File: config.mk
export PLATFORM = sky130hd
export DESIGN_NAME = serial_adder_ctrl
export DESIGN_NICKNAME = d
export VERILOG_FILES = /design/src/rtl/serial_adder_pkg.sv /design/src/rtl/serial_adder_ctrl_single_stage.sv /design/src/rtl/serial_adder_ctrl.sv
export SDC_FILE = /design/constraint.sdc
export NUM_CORES = 1
export LEC_CHECK = 0
export CORE_UTILIZATION = 36
export DETAILED_ROUTE_END_ITERATION = 6
export DONT_BUFFER_PORTS = 1
export PLACE_DENSITY = 0.52
export SETUP_SLACK_MARGIN = 0.2
export SLEW_MARGIN = 20
export SYNTH_ARGS = -nofsm -noshare
export SYNTH_HDL_FRONTEND = slang
export SYNTH_SLANG_ARGS = --single-unit
File: constraint.sdc
create_clock -name clk -period 1.6 [get_ports clk]
set_clock_uncertainty 0.1 [all_clocks]
set_input_delay 0.48 -clock clk [delete_from_list [all_inputs] [get_ports clk]]
set_output_delay 0.48 -clock clk [all_outputs]
set_load 0.02 [all_outputs]
File: src/rtl/serial_adder_pkg.sv
`default_nettype none
// +-----------------------------------------------------------------------+
// | serial_adder_pkg : shared FSM encoding and limits for serial_adder_ctrl |
// | Rev 1.0                                                                 |
// +-----------------------------------------------------------------------+
package serial_adder_pkg;

  localparam int MAX_WIDTH = 32;

  typedef enum logic [1:0] {
    IDLE  = 2'd0,
    SHIFT = 2'd1,
    DONE  = 2'd2
  } state_t;

endpackage
`default_nettype wire

File: src/rtl/serial_adder_ctrl_single_stage.sv
`default_nettype none
// +-----------------------------------------------------------------------+
// | SingleStage : one-bit full-adder cell shared by the serial controller  |
// | Rev 1.0                                                                 |
// +-----------------------------------------------------------------------+
module SingleStage (
  input  logic i_a,
  input  logic i_b,
  input  logic i_cin,
  output logic o_s,
  output logic o_cout
);

  assign o_s    = i_a ^ i_b ^ i_cin;
  assign o_cout = (i_a & i_b) | (i_cin & (i_a ^ i_b));

endmodule
`default_nettype wire

File: src/rtl/serial_adder_ctrl.sv
`default_nettype none
// +-----------------------------------------------------------------------+
// | serial_adder_ctrl : bit-serial add/subtract over one full-adder cell   |
// | Rev 1.0                                                                 |
// +-----------------------------------------------------------------------+
module serial_adder_ctrl
  import serial_adder_pkg::*;
#(
  parameter int WIDTH = 8
) (
  input  logic             clk,
  input  logic             rst,
  input  logic             start,
  input  logic             sub,
  input  logic [WIDTH-1:0] a,
  input  logic [WIDTH-1:0] b,
  input  logic             cin,
  output logic             busy,
  output logic             done,
  output logic [WIDTH-1:0] sum,
  output logic             cout,
  output logic             overflow
);

  localparam int CNT_W = $clog2(WIDTH + 1);

  state_t           r_state;
  state_t           w_next_state;
  logic [WIDTH-1:0] r_a_sr;
  logic [WIDTH-1:0] r_b_sr;
  logic [WIDTH-1:0] r_sum;
  logic [WIDTH-1:0] w_sum_next;
  logic [CNT_W-1:0] r_cnt;
  logic             r_carry;
  logic             r_cout;
  logic             r_ovf;
  logic             w_cell_s;
  logic             w_cell_cout;
  logic             w_accept;
  logic             w_last;

  SingleStage u_cell (
    .i_a    (r_a_sr[0]),
    .i_b    (r_b_sr[0]),
    .i_cin  (r_carry),
    .o_s    (w_cell_s),
    .o_cout (w_cell_cout)
  );

  assign w_accept = start && ((r_state == IDLE) || (r_state == DONE));
  assign w_last   = (r_cnt == CNT_W'(WIDTH - 1));

  always_ff @(posedge clk or posedge rst) begin
    if (rst) begin
      r_state <= IDLE;
    end else begin
      r_state <= w_next_state;
    end
  end

  always_comb begin
    w_next_state = r_state;
    unique case (r_state)
      IDLE:    if (start) w_next_state = SHIFT;
      SHIFT:   if (w_last) w_next_state = DONE;
      DONE:    w_next_state = start ? SHIFT : IDLE;
      default: w_next_state = IDLE;
    endcase
  end

  // New result bit enters at the MSB; after WIDTH shifts the LSB sits at bit 0.
  always_comb begin
    w_sum_next             = r_sum >> 1;
    w_sum_next[WIDTH-1]    = w_cell_s;
  end

  always_ff @(posedge clk or posedge rst) begin
    if (rst) begin
      r_a_sr  <= '0;
      r_b_sr  <= '0;
      r_sum   <= '0;
      r_cnt   <= '0;
      r_carry <= 1'b0;
      r_cout  <= 1'b0;
      r_ovf   <= 1'b0;
    end else if (w_accept) begin
      r_a_sr  <= a;
      r_b_sr  <= sub ? ~b : b;
      r_carry <= sub ? 1'b1 : cin;
      r_cnt   <= '0;
    end else if (r_state == SHIFT) begin
      r_a_sr  <= r_a_sr >> 1;
      r_b_sr  <= r_b_sr >> 1;
      r_sum   <= w_sum_next;
      r_carry <= w_cell_cout;
      r_cnt   <= r_cnt + CNT_W'(1);
      if (w_last) begin
        // r_carry is the carry into the MSB at this point.
        r_cout <= w_cell_cout;
        r_ovf  <= r_carry ^ w_cell_cout;
      end
    end
  end

  assign busy     = (r_state == SHIFT);
  assign done     = (r_state == DONE);
  assign sum      = r_sum;
  assign cout     = r_cout;
  assign overflow = r_ovf;

endmodule
`default_nettype wire

==> flow_summary.toml <==
[critical_path]
max_stage_delay_ns = 0.42
crit_path_top_delay_cell = "dfrtp_1"
path_cells = "nor2b_1 -> buf_4"
cp.required_ns = 1.02
cp-start-kind = "register"
reg2reg_slack_ns = 0.12
r2r_start = "r_a_sr[0]"
worstPathArrival_ns = 0.99
reg2regPathDepth = 3
criticalPathCategory = "reg2out"
end_kind = "primary output"
cp_max_fo = 4
r2r_end = "overflow"

[sta]
timing.final.crit_period_ns = 1.57
tightest_slew_ns = 0.424
fmax_mhz = 638
rsz0062_at_grt = "true"
final_max_slew_viol_count = 0
finalCritPeriodShare_pct = 97.9
setup_violations = 0
slew_headroom_pct = 71.7
whs_ns = 0.0693
hold_viol = 0

[layout]
drive_above_1_share_pct = 25.9
nNetsFinal = 188
n_fill_cell = 393
syn2layout_area_growth_pct = 22.1
post-route-util_pct = 46.0
layout.area.seq_um2 = 827
diodes = 0
multi_input_area_um2 = 683

[global_routing]
grt_pass1_vias = 1163
grt_max_degree = 34
gr-total-overflow = 0
grt.total_usage_pct = 16.8
grt_pass1_wl_um = 5420
antenna_found_initial = 0

[floorplanning]
die_x_um = 66.9
dieArea_um2 = 4480
die_h_um = 66.9
pin_count = 33
design.core.area_um2 = 4030
initial_utilization_pct = 37.6
core.rowCount = 23

[power]
powerDensity_nw_per_um2 = 2190
pwr-share-clk_pct = 15.3
internal-power_uw = 2390
p_comb_share_pct = 43.5
netSwitchingPower_uw = 1670
swShare_pct = 41.1
p_seq_share_pct = 41.2
leakagePower_uw = 0.000845
ir_drop_uv = 509

[clocking]
cts_buffer_depth = 2
numCtsBuffers = 5
cts_tree = "done"
clk_pin_slew_ns = 0.06
holdBufCountCts = 0
root_buffer = "clkbuf_8"
clock_latency_ns = 0.29
cts_sinks = 33
htreeDepth = 2

[drt]
num_vias = 1131
totalWireLength_um = 3300
drt_pass1_iterations = 4
drc = 0
initialDrtViolationCount = 34
route.antenna.remaining_nets = 0
vias_per_cell = 5.24
wire_per_inst_um = 15.3

[synth]
synth_warnings = 0
syn_avg_cell_area_um2 = 9.98
syn_inst = 152
yosysSeqAreaShare_pct = 54.5
synthArstFlopShare_pct = 100
synthDistinctLibCells = 30
synthesis.nets = 175
synth_top_flop_cell = "dfrtp_1"
synth-seq-cells = 33
synth_edf_count = 0
synth.cell_area_um2 = 1520

[worst_hold_path]
min_path_type = "in2async"

[placed_design]
place.gp.congestion = 0.723
numPortBuffers = 0
dpl.hpwl_um = 2100

[run]
drv_cap = 0

[status]
run_status = "completed"
==> cells in the mapped netlist (all sizes together) (3+ instances only) <==
cell type,instances,area (µm²)
a221o,4,40.0
a22oi,3,22.5
a31oi,5,31.3
buf,10,67.6
dfrtp,33,826
mux2,3,33.8
nand2,43,161
nand3,4,20.0
nor2,14,55.1
nor3,4,31.3
o22ai,3,18.8
xnor2,3,26.3
xor2,6,52.6
==> kinds of logic (layout without fill, tap and decap cells) <==
family	count (synthesis)	in the layout	synth area share, %
AOI/OAI and AO/OA	20	20	9.57
xor gates and xnor gates	9	9	5.20
adders and majority gates	2	2	2.15
buffers and inverters	13	27	5.36
DFF	33	33	54.5
muxes	5	5	3.55
and+or+nand+nor	70	70	19.7
==> worst max path at each step <==
stage	end	from	cells after the start
after global routing	done	r_state[0]	2
after floorplan	busy	r_state[1]	5
after CTS	done	r_state[0]	2
after detailed placement	r_b_sr[5]	r_state[1]	4
after global placement	overflow	r_a_sr[0]	3
final	done	r_state[0]	2
==> sequential cells by signal, indices dropped and copies added, names as in the netlist <==
signal,cells
r_a_sr,8
r_b_sr,8
r_carry,1
overflow,1
cout,1
r_state,2
r_cnt,4
sum,8
==> placed cells by master, fill, tap and decap left out, types with 3 or more instances in the layout <==
master    count
nand2_1      40
o22ai_1       3
a221o_1       4
dfrtp_1      32
nand2_2       3
xnor2_1       3
nor2_1       13
clkbuf_8      5
a31oi_1       4
buf_4         9
mux2_4        3
xor2_1        6
buf_6         4
nand3_1       4
==> per-layer routing <==
metal	vias to the layer above	part of all wire (%)	wire, µm	track usage, %
li1	531	-	-	-
met4	0	1.4	45	7.18
met5	-	0	0	0
met3	5	5.4	178	6.34
met1	563	44	1470	20.3
met2	32	49	1610	26.4
==> what timing repair did <==
item / CTS / global route
gates resized for setup: 8 / 17
buffers inserted: 8 / 1
endpoints found under the setup margin: 9 / 15
cloned: 1 / 1
pin swaps: 6 / 8
==> stage by stage <==
step           worst slack, ns  setup TNS (ns)  cell area [µm²]  power, µW  std cells
2_1_floorplan            0.113               0             1540       2730        152
3_3_place_gp             0.153               0             1580       2890        197
3_5_place_dp             0.132               0             1580       2950        197
4_1_cts                 0.0120               0             1760       3860        214
5_1_grt                -0.0269         -0.0269             1850       4370        216
6_report                0.0337               0             1850       4060        216
==> area by class of cell <==
type / instances / share of cell area, %
Clock buffer: 5 / 3.72
Clock inverter: 3 / 0.946
Tap cell: 50 / 3.38
Timing Repair Buffer: 15 / 7.97
Timing Repair inverter: 2 / 1.35
Sequential cell: 33 / 44.7
Inverter: 2 / 1.08
Multi-Input combinational cell: 106 / 36.9
==> critical path, delay by kind of cell, from the launching register on <==
kind          cells  cell delay (ns)
simple gates      1             0.13
flops             1             0.42
buf+inv           1             0.15
==> power groups by stage <==
stage	sequential, µW	combinational [µW]	clock (µW)
floorplan	1590	1140	0
global placement	1650	1250	0
detailed placement	1660	1290	0
CTS	1640	1570	648
global route	1730	1960	686
finish	1670	1760	621
(Power assumes the default switching activity.)
